--- config.mk ---
export PLATFORM = sky130hd
export DESIGN_NAME = sdram_arbiter
export DESIGN_NICKNAME = d
export VERILOG_FILES = /design/src/rtl/sdram_arb_pkg.sv /design/src/rtl/sdram_arb_port.sv /design/src/rtl/sdram_arbiter.sv
export SDC_FILE = /design/constraint.sdc
export NUM_CORES = 1
export LEC_CHECK = 0
export ABC_AREA = 1
export BUFFER_PORTS_ARGS = -buffer_cell sky130_fd_sc_hd__buf_2
export CAP_MARGIN = 40
export CORE_MARGIN = 2
export CORE_UTILIZATION = 35
export CTS_CLUSTER_SIZE = 28
export DETAILED_ROUTE_END_ITERATION = 8
export PLACE_DENSITY = 0.63
export SLEW_MARGIN = 25
export SYNTH_ARGS = -nofsm -noshare
export SYNTH_HDL_FRONTEND = slang
export SYNTH_SLANG_ARGS = --single-unit
--- constraint.sdc ---
create_clock -name clk -period 1.18 [get_ports clk]
set_input_delay 0.236 -clock clk [delete_from_list [all_inputs] [get_ports clk]]
set_output_delay 0.236 -clock clk [all_outputs]
set_load 0.005 [all_outputs]
--- src/rtl/sdram_arb_pkg.sv ---
// rtl/sdram_arb_pkg.sv - shared types and defaults for the two-port SDRAM request arbiter
package sdram_arb_pkg;

  typedef enum logic {
    ST_IDLE,
    ST_ACTIVE
  } state_t;

  typedef enum logic {
    PORT_CPU,
    PORT_DL
  } port_t;

  localparam int SLOT_LEN_DEF = 8;

endpackage

--- src/rtl/sdram_arb_port.sv ---
// rtl/sdram_arb_port.sv - one-entry request buffer: strobe capture, pend/busy, overflow flag
module sdram_arb_port #(
  parameter int ADDR_W = 25
) (
  input  logic              clk,
  input  logic              reset,
  input  logic              strobe,
  input  logic              strobe_we,
  input  logic [ADDR_W-1:0] strobe_addr,
  input  logic [7:0]        strobe_data,
  input  logic              clear,
  output logic              pend,
  output logic              we,
  output logic [ADDR_W-1:0] addr,
  output logic [7:0]        data,
  output logic              ovf
);

  // pend doubles as busy: it rises after the accepting edge and drops on the completing edge
  always_ff @(posedge clk) begin
    if (reset) begin
      pend <= 1'b0;
      we   <= 1'b0;
      addr <= '0;
      data <= '0;
      ovf  <= 1'b0;
    end else begin
      if (clear)
        pend <= 1'b0;
      if (strobe && !pend) begin
        pend <= 1'b1;
        we   <= strobe_we;
        addr <= strobe_addr;
        data <= strobe_data;
      end else if (strobe) begin
        ovf  <= 1'b1;
      end
    end
  end

endmodule

--- src/rtl/sdram_arbiter.sv ---
// rtl/sdram_arbiter.sv - CPU/download arbiter granting one request per clkref slot
// Download port compiled in only when SDRAM_ARB_DL_EN is defined.
module sdram_arbiter
  import sdram_arb_pkg::*;
#(
  parameter int ADDR_W   = 25,
  parameter int SLOT_LEN = SLOT_LEN_DEF
) (
  input  logic              clk,
  input  logic              reset,
  input  logic              clkref,
  input  logic              cpu_req,
  input  logic              cpu_we,
  input  logic [ADDR_W-1:0] cpu_addr,
  input  logic [7:0]        cpu_din,
  output logic [7:0]        cpu_dout,
  output logic              cpu_busy,
  output logic              cpu_ack,
  input  logic              dl_wr,
  input  logic [ADDR_W-1:0] dl_addr,
  input  logic [7:0]        dl_data,
  output logic              dl_busy,
  output logic              dl_ovf,
  output logic [ADDR_W-1:0] mem_addr,
  output logic [7:0]        mem_din,
  input  logic [7:0]        mem_dout,
  output logic              mem_oe,
  output logic              mem_we
);

  localparam int unused_slot_len = SLOT_LEN;

  state_t state, state_n;
  port_t  gnt, last_grant, start_port;

  logic              clkref_d, cref_rise;
  logic              start, complete, cpu_clr, dl_clr, cpu_elig, dl_elig;
  logic              cpu_pend, cpu_we_b, cpu_ovf;
  logic [ADDR_W-1:0] cpu_addr_b;
  logic [7:0]        cpu_data_b;
  logic              dl_pend, dl_we_b;
  logic [ADDR_W-1:0] dl_addr_b;
  logic [7:0]        dl_data_b;
  logic              unused_cpu_ovf;

  assign cref_rise      = clkref & ~clkref_d;
  assign unused_cpu_ovf = cpu_ovf;

  sdram_arb_port #(.ADDR_W(ADDR_W)) u_cpu (
    .clk(clk), .reset(reset), .strobe(cpu_req), .strobe_we(cpu_we),
    .strobe_addr(cpu_addr), .strobe_data(cpu_din), .clear(cpu_clr),
    .pend(cpu_pend), .we(cpu_we_b), .addr(cpu_addr_b), .data(cpu_data_b), .ovf(cpu_ovf)
  );

`ifdef SDRAM_ARB_DL_EN
  sdram_arb_port #(.ADDR_W(ADDR_W)) u_dl (
    .clk(clk), .reset(reset), .strobe(dl_wr), .strobe_we(1'b1),
    .strobe_addr(dl_addr), .strobe_data(dl_data), .clear(dl_clr),
    .pend(dl_pend), .we(dl_we_b), .addr(dl_addr_b), .data(dl_data_b), .ovf(dl_ovf)
  );
`else
  logic unused_dl;
  assign unused_dl = ^{dl_wr, dl_addr, dl_data, dl_clr};
  assign dl_pend   = 1'b0;
  assign dl_we_b   = 1'b0;
  assign dl_addr_b = '0;
  assign dl_data_b = '0;
  assign dl_ovf    = 1'b0;
`endif

  assign cpu_busy = cpu_pend;
  assign dl_busy  = dl_pend;

  always_ff @(posedge clk) begin
    if (reset)
      state <= ST_IDLE;
    else
      state <= state_n;
  end

  // The port being completed still shows pend at this edge, so it is excluded from re-grant
  always_comb begin
    state_n    = state;
    start      = 1'b0;
    start_port = PORT_CPU;
    complete   = 1'b0;
    cpu_elig   = cpu_pend && !(state == ST_ACTIVE && gnt == PORT_CPU);
    dl_elig    = dl_pend  && !(state == ST_ACTIVE && gnt == PORT_DL);
    if (cref_rise) begin
      complete = (state == ST_ACTIVE);
      if (cpu_elig && dl_elig) begin
        start      = 1'b1;
        start_port = (last_grant == PORT_CPU) ? PORT_DL : PORT_CPU;
      end else if (cpu_elig) begin
        start      = 1'b1;
        start_port = PORT_CPU;
      end else if (dl_elig) begin
        start      = 1'b1;
        start_port = PORT_DL;
      end
      state_n = start ? ST_ACTIVE : ST_IDLE;
    end
  end

  assign cpu_clr = complete && (gnt == PORT_CPU);
  assign dl_clr  = complete && (gnt == PORT_DL);

  always_ff @(posedge clk) begin
    if (reset) begin
      clkref_d   <= 1'b0;
      gnt        <= PORT_CPU;
      last_grant <= PORT_CPU;
      mem_addr   <= '0;
      mem_din    <= '0;
      mem_oe     <= 1'b0;
      mem_we     <= 1'b0;
      cpu_dout   <= '0;
      cpu_ack    <= 1'b0;
    end else begin
      clkref_d <= clkref;
      cpu_ack  <= cpu_clr;
      if (cpu_clr && mem_oe)
        cpu_dout <= mem_dout;
      if (start) begin
        gnt        <= start_port;
        last_grant <= start_port;
        if (start_port == PORT_DL) begin
          mem_addr <= dl_addr_b;
          mem_din  <= dl_data_b;
          mem_we   <= dl_we_b;
          mem_oe   <= ~dl_we_b;
        end else begin
          mem_addr <= cpu_addr_b;
          mem_din  <= cpu_data_b;
          mem_we   <= cpu_we_b;
          mem_oe   <= ~cpu_we_b;
        end
      end else if (cref_rise) begin
        mem_oe <= 1'b0;
        mem_we <= 1'b0;
      end
    end
  end

endmodule
# Word level (Yosys, flattened, before mapping)
# Index checks and enable logic that the tools add are counted.
word_totals:
  regBits: 81
  output_inout_bits: 47
  word_cells: 32
op_classes:
  mux: 10
  n_bitwise: 3
  n_reduce_logical: 7
op_table:
  columns: ["operator", "n"]
  rows:
  - ["1-bit 2-to-1 mux", 10]
  - ["2-bit nonzero test", 2]
  - ["1-bit logical AND", 3]
  - ["1-bit logical NOT", 2]
  - ["1-bit inverter", 2]
  - ["1-bit AND", 1]

# Depth between registers and ports, before layout
# Gate-level depths: netlist (run 1).
depth:
  depth_word: 6
  ltp_mapped: 7
  ltp_nobuf: 6

# By module
# From an unflattened synthesis (run 1), not the netlist that was laid out.
unflattened:
  hier_cells: 519
  area_unflattened_um2: 3477.1
modules_own_cells:
  columns: ["mod", "n_inst", "cells_per_inst", "area_each_um2", "seq_area_each_um2"]
  rows:
  - ["sdram_arbiter", 1, 290, 1891.8, 920.9]
  - ["sdram_arb_port", 1, 229, 1585.3, 720.7]

# Least setup slack after synthesis (run 1)
# No wires, ideal clock.
synth_path:
  path_type: "register -> register"
  startpoint: "reg u_cpu.pend"
  endpoint: "reg u_cpu.addr[10]"
  arrival_ns: 0.956
  t_required_ns: 1.061
  slack_ns: 0.105
  path_stages_with_launch: 6
  synth_period_minus_slack_ns: 1.075
  cell_sequence: "dfxtp_1 > inv_1 > nand2_1 > buf_2 > buf_2 > a21oi_1"
synth_between:
  elab_chain_cells: 2
synth_lines:
  columns: ["element", "line", "source"]
  rows:
  - ["from (decl)", "sdram_arb_port.sv:12", "output logic pend,"]
  - ["from (signal assigned)", "sdram_arb_port.sv:22", "pend <= 1'b0;"]
  - ["from (signal assigned)", "sdram_arb_port.sv:29", "pend <= 1'b0;"]
  - ["from (signal assigned)", "sdram_arb_port.sv:31", "pend <= 1'b1;"]
  - ["1-bit logical NOT", "sdram_arb_port.sv:30", "if (strobe && !pend) begin"]
  - ["1-bit logical AND", "sdram_arb_port.sv:30", null]
  - ["to (signal assigned)", "sdram_arb_port.sv:33", "addr <= strobe_addr;"]
  - ["to (decl)", "sdram_arb_port.sv:14", "output logic [ADDR_W-1:0] addr,"]
# Every way passes these cells.
# A chain may end at the register's enable or synchronous reset.

# Worst setup path in the final report (run 1)
layout_path:
  startpoint: "reg clkref_d"
  endpoint: "reg mem_addr[8]"
layout_between:
  elab_chain_cells: 3
layout_lines:
  columns: ["element", "line", "source"]
  rows:
  - ["from (decl)", "sdram_arbiter.sv:36", "logic clkref_d, cref_rise;"]
  - ["from (signal assigned)", "sdram_arbiter.sv:120", "clkref_d <= clkref;"]
  - ["1-bit inverter", "sdram_arbiter.sv:46", "assign cref_rise = clkref & ~clkref_d;"]
  - ["1-bit AND", "sdram_arbiter.sv:46", null]
  - ["1-bit 2-to-1 mux", "sdram_arbiter.sv:89", "if (cref_rise) begin"]
  - ["to (signal assigned)", "sdram_arbiter.sv:128", "mem_addr <= dl_addr_b;"]
  - ["to (signal assigned)", "sdram_arbiter.sv:133", "mem_addr <= cpu_addr_b;"]
  - ["to (decl)", "sdram_arbiter.sv:24", "output logic [ADDR_W-1:0] mem_addr,"]
# Every way passes these cells.

==> results.yml, run 1 <==
outcome:
  status: "complete, no violations"
synthesis:
  yosys_warnings: 0
  synth_largest_area_cell: "dfxtp_1"
  yosysUniqueCellTypes: 17
  synth_seq_cells: 81
  syn_area_per_cell_um2: 7.375
  yosys-top-cells-area: "dfxtp_1 (54%), nand2_1 (11%), nor2_1 (11%), a21oi_1 (6.0%), o21ai_0 (5.9%)"
  synth_cells: 406
  seq_area_frac_synth_pct: 54.16
  synth_top_area_share_pct: 54.16
  syn-cell-area_um2: 2994
floorplanning:
  dieArea_um2: 9310
  core-area_um2: 8258
  placementRows: 33
  num_io_pins: 127
  initial_utilization_pct: 36.26
  die_w_um: 96.49
  die_y_um: 96.49
route:
  ant_nets: 0
  vias: 2705
  initialDrtViolationCount: 74
  drt_wl_total_mm: 6.600
  avgViaCountPerCell: 4.449
  post_drt_wl_per_cell_um: 10.86
  drc: 0
  dr.pass1.iters: 4
finish:
  drive_above_1_share_pct: 25.25
  syn_to_final_growth_pct: 30.42
  nNetsFinal: 578
  post-route-util_pct: 47.29
  final_cell_area_um2: 3905
  fillers: 850
  antenna_cells: 0
  final_cells: 608
worst_hold_path:
  hold_path.class: "in -> reg"
setup_path:
  critPathCaptureType: "flop"
  cp_common_cell: "nand2_1"
  cp.required_ps: 1420
  cp_cell_sequence: "inv_2 -> nand2_2 -> nor2_4 -> buf_12 -> clkbuf_16 -> nand2_1 -> nand2_1 -> nor2_1"
  path_buf_inv: 3
  startpoint_type: "flop"
  cp_max_fo: 8
  critical_path_arrival_ps: 1360
  cp_top_family: "buffers and inverters"
  worstSetupPathType: "reg -> reg"
  slowest_stage: "dfxtp_2"
  slowest_delay_ps: 330
global_routing:
  grt_overflow_total: 0
  grt_pass1_vias: 2374
  grt_usage_pct: 13.89
  grt_max_degree: 40
  antenna_found_initial: 0
  grt_pass1_wl_mm: 10.04
cts:
  clock_path_buffers: 2
  cts_tree: "built"
  clkTransAtPathRegs_ps: 80
  htree_levels: 3
  clock_latency_ps: 340
  clock_sinks: 81
  cts_made_buffers: 9
  cts_root_buffer: "clkbuf_8"
timing:
  hold_viol_final: 0
  finalMaxSlewViolations: 0
  rsz0062_at_grt: "false"
  fin_crit_sh_pct: 95.35
  setup-violations-final: 0
  fmax_mhz: 888.8
  min_period_ps: 1125
  clock_skew_ps: 7.668
power:
  power.density_nw_per_um2: 1472
  p_total_uw: 5746
  cellLeakagePower_uw: 0.001884
  vdd_drop_max_v: 0.0006357
place:
  place_inst: 587
  dp_hpwl_mm: 4.334
  port_buffers: 90
  placed_area_um2: 3605
  place.gp.congestion: 0.7205
flow_run:
  maxCapViolCount: 0
## cell families (layout without fill, tap and decap cells)
family	count (synthesis)	count (layout)	synth area share [%]
flip-flops	81	81	54.16
AO/OA/AOI/OAI	72	72	12.12
AND/OR/NAND/NOR	180	180	22.86
other	1	2	0.1252
buffers and inverters	72	168	10.74
## tightest hold or removal path, delay by kind of cell
family	cells	cell delay, ps
buffers and inverters	1	70
AND/OR/NAND/NOR	2	110
## routing by layer
metal  GRT usage (%)  routed length [µm]  vias up
met4           6.925                 151        0
met5               0                   0        -
met2           24.42                3131       57
met1           15.51                3023     1222
met3           3.569                 294       14
li1                -                   -     1412
## per-stage QoR
| stage | setup slack, ps | hold WS [ps] | TNS [ps] |
|---|---|---|---|
| after floorplan | 105.0 | 305.1 | 0 |
| after global placement | 6.974 | 436.4 | 0 |
| after detailed placement | -20.66 | 443.1 | -93.30 |
| after CTS | -0.6998 | 95.40 | -0.6998 |
| after global routing | 2.184 | 106.3 | 0 |
| final | 54.87 | 115.7 | 0 |
## Yosys cell counts
cell / instances
nand2_1: 88
nor2_1: 87
dfxtp_1: 81
inv_1: 46
a21oi_1: 36
o21ai_0: 35
buf_2: 11
clkbuf_1: 6
buf_6: 4
nand3_1: 3
buf_1: 2
buf_4: 2
conb_1: 1
inv_2: 1
nand4_1: 1
nor2_2: 1
o21a_1: 1
## registers in the layout (all words and copies together) (netlist names), 8 cells and up
register,flops
mem_addr,25
u_cpu.addr,25
cpu_dout,8
mem_din,8
u_cpu.data,8
## report_power, final
part / internal, µW / switching, µW
Combinational: 373 / 430
Sequential: 2930 / 71.5
Clock: 976 / 961
Total: 4280 / 1460
## cell type report
class	instances	area (µm²)	share of cell area (%)
clock buffer	11	131.4	3.364
tap	105	131.4	3.364
sequential	81	1624	41.59
clock inverter	5	56.30	1.442
multi-input combinational	254	1067	27.33
timing repair buffer	105	718.2	18.39
inverter	47	176.4	4.518
## placed cells by master (no fill, tap or decap)
cell type and count:
clkbuf_8 9, buf_16 1, bufinv_16 1, clkbuf_1 2, nand3_1 3, a21oi_1 36
clkbuf_16 2, inv_2 2, nand2_1 85, nor2_1 87, nor2_4 1, nand4_1 1
buf_2 90, buf_12 8, conb_1 2, nand2_2 3, o21ai_0 34, inv_1 45
clkinv_2 2, dfxtp_1 79, clkinv_4 1, o21a_1 1, buf_4 4, o21ai_1 1
dfxtp_2 2, clkinvlp_4 1
## worst paths after layout
path                       from            end  slack (ps)  depth (start not counted)
setup / recovery       clkref_d    mem_addr[8]          50                          8
hold / removal      mem_dout[5]    cpu_dout[5]         120                          3
setup reg to reg       clkref_d    mem_addr[8]          50                          8
hold reg to reg   u_cpu.data[5]  u_cpu.data[5]         450                          2
## timing repair
action,in CTS,in global routing
gates cloned,1,2
gates resized for setup,3,3
pin swaps,1,1
setup buffers,1,1
hold buffers,0,0
setup endpoints to repair,14,29
endpoints found under the hold margin,0,0
(Power assumes the default switching activity.)
==> inputs of run 2 (changes only) <==
CELL_PAD_IN_SITES_DETAIL_PLACEMENT = 2   (was default)
CELL_PAD_IN_SITES_GLOBAL_PLACEMENT = 2   (was default)
CORE_ASPECT_RATIO = 0.75   (was default)
CORE_UTILIZATION = 25   (was 35)
PLACE_DENSITY = 0.77   (was 0.63)
==> results.yml, run 2 (synthesis gave the netlist of run 1 again) <==
route:
  drt_wl_total_mm: 9.564
  vias: 2882
  initialDrtViolationCount: 73
  post_drt_wl_per_cell_um: 14.27
  avgViaCountPerCell: 4.301
  ant_nets: 0
  dr.pass1.iters: 4
  drc: 0
worst_hold_path:
  hold_path.class: "in -> reg"
  min-delay-start: "mem_dout[5]"
  min_to: "cpu_dout[5]"
  whs_path_depth: 3
cts:
  cts_tree: "built"
  clkTransAtPathRegs_ps: 60
  htree_levels: 3
  cts_made_buffers: 9
  clock_sinks: 81
  clock_path_buffers: 2
  clock_latency_ps: 340
  cts_root_buffer: "clkbuf_16"
global_routing:
  grt_usage_pct: 14.03
  grt_pass1_vias: 2992
  grt_max_degree: 54
  antenna_found_initial: 0
  grt_pass1_wl_mm: 14.14
  grt_overflow_total: 0
setup_path:
  slowest_stage: "dfxtp_2"
  worstSetupPathType: "reg -> reg"
  cp.required_ps: 1420
  cp_cell_sequence: "inv_2 -> nand2_4 -> nor2_4 -> buf_6 -> clkbuf_16 -> nand2_1 -> nand2_1 -> nor2_1"
  startpoint_type: "flop"
  worst-r2r-cell-count: 8
  cp_max_fo: 8
  cp_common_cell: "nand2_1"
  r2r_start: "clkref_d"
  critical_path_arrival_ps: 1470
  critPathCaptureType: "flop"
  r2r_end: "mem_addr[1]"
  reg2reg_slack_ps: -50
  slowest_delay_ps: 330
timing:
  setup-violations-final: 14
  rsz0062_at_grt: "true"
  fmax_mhz: 810.5
  fin_crit_sh_pct: 104.6
  finalSetupTns_ps: -480.3
  hold_viol_final: 0
  min_period_ps: 1234
  finalMaxSlewViolations: 0
  layout_setup_ws_ps: -53.76
  clock_skew_ps: 8.645
power:
  power.density_nw_per_um2: 1704
  vdd_drop_max_v: 0.0006318
  cellLeakagePower_uw: 0.001985
floorplanning:
  num_io_pins: 127
  die_w_um: 130.4
  core-area_um2: 11660
  placementRows: 34
  dieArea_um2: 12880
  die_y_um: 98.78
  initial_utilization_pct: 25.69
outcome:
  failed_checks: "negative setup slack"
  status: "finished, violations left"
finish:
  post-route-util_pct: 36.00
  drive_above_1_share_pct: 28.46
  mostFrequentLayoutCells: "buf_2 (90), nor2_1 (87), dfxtp_1 (78)"
  nNetsFinal: 581
  largestRegisters: "mem_addr (25), u_cpu.addr (25)"
  syn_to_final_growth_pct: 40.16
  final_common_cell: "buf_2"
  final_cells: 670
place:
  place_inst: 644
  dp_hpwl_mm: 5.876
  port_buffers: 90
  place.gp.congestion: 0.6715
flow_run:
  maxCapViolCount: 0
[run 2: changes by cell type in the layout (fill, tap and decap cells not counted), sizes merged]
cell    delta
clkbuf     +2
diode      +2
bufinv     +2
clkinv     -2
buf        +1
[run 2: timing repair]
| action | in CTS | in global routing |
|---|---|---|
| setup buffers | 0 | 3 |
| resized for setup | 4 | 29 |
| pin swaps | 0 | 1 |
| hold buffers | 0 | 0 |
| hold endpoints to repair | 0 | 0 |
| setup endpoints to repair | 18 | 50 |
| gates cloned | 0 | 5 |
[run 2: metal layers]
layer	vias up	part of all wire (%)	GRT usage, %
met4	0	1.0	3.928
met3	7	5.5	5.375
met5	-	0	0
li1	1423	-	-
met2	69	50	24.53
met1	1383	43	15.98
[run 2: report_power, final]
group / switching (µW) / internal, µW / total [µW] / leakage, µW
clock: 1120 / 2120 / 3250 / 0.000166
sequential: 82.5 / 2940 / 3020 / 0.000666
combinational: 502 / 380 / 883 / 0.00115
total: 1710 / 5440 / 7150 / 0.00199
[run 2: how the worst max path moves through the flow]
stage                     endpoint  slack [ps]  cells past startpoint        from
floorplan           u_cpu.addr[10]         110                      5  u_cpu.pend
global placement      mem_addr[16]          20                      7      clkref
detailed placement    mem_addr[19]         -40                      7    clkref_d
CTS                     mem_din[5]           1                      7    clkref_d
global route           mem_addr[1]         -90                      8    clkref_d
finish                 mem_addr[1]         -50                      8    clkref_d
[run 2: stage by stage]
step	cell area, µm²	total power [µW]	hold slack [ps]	worst slack [ps]
4_1_cts	3995	7146	118.0	1.193
3_3_place_gp	3638	3791	436.7	24.36
6_report	4197	7151	128.0	-53.76
3_5_place_dp	3638	3849	449.5	-41.77
2_1_floorplan	2998	3518	305.1	105.0
5_1_grt	4192	7509	145.3	-93.71
[run 2: final cells by class]
class                      count  area, µm²
fill                        1395       7460
sequential                    81       1628
multi-input combinational    254       1115
timing repair buffer         108      724.4
clock buffer                  11      242.7
tap                          162      202.7
inverter                      47      176.4
clock inverter                 5      102.6
antenna                        2      5.005
[run 2: worst max-delay path, delay by kind of cell (launching register included)]
| kind | cells | cell delay, ps |
|---|---|---|
| buffers and inverters | 3 | 410 |
| flip-flops | 1 | 330 |
| AND/OR/NAND/NOR | 5 | 380 |
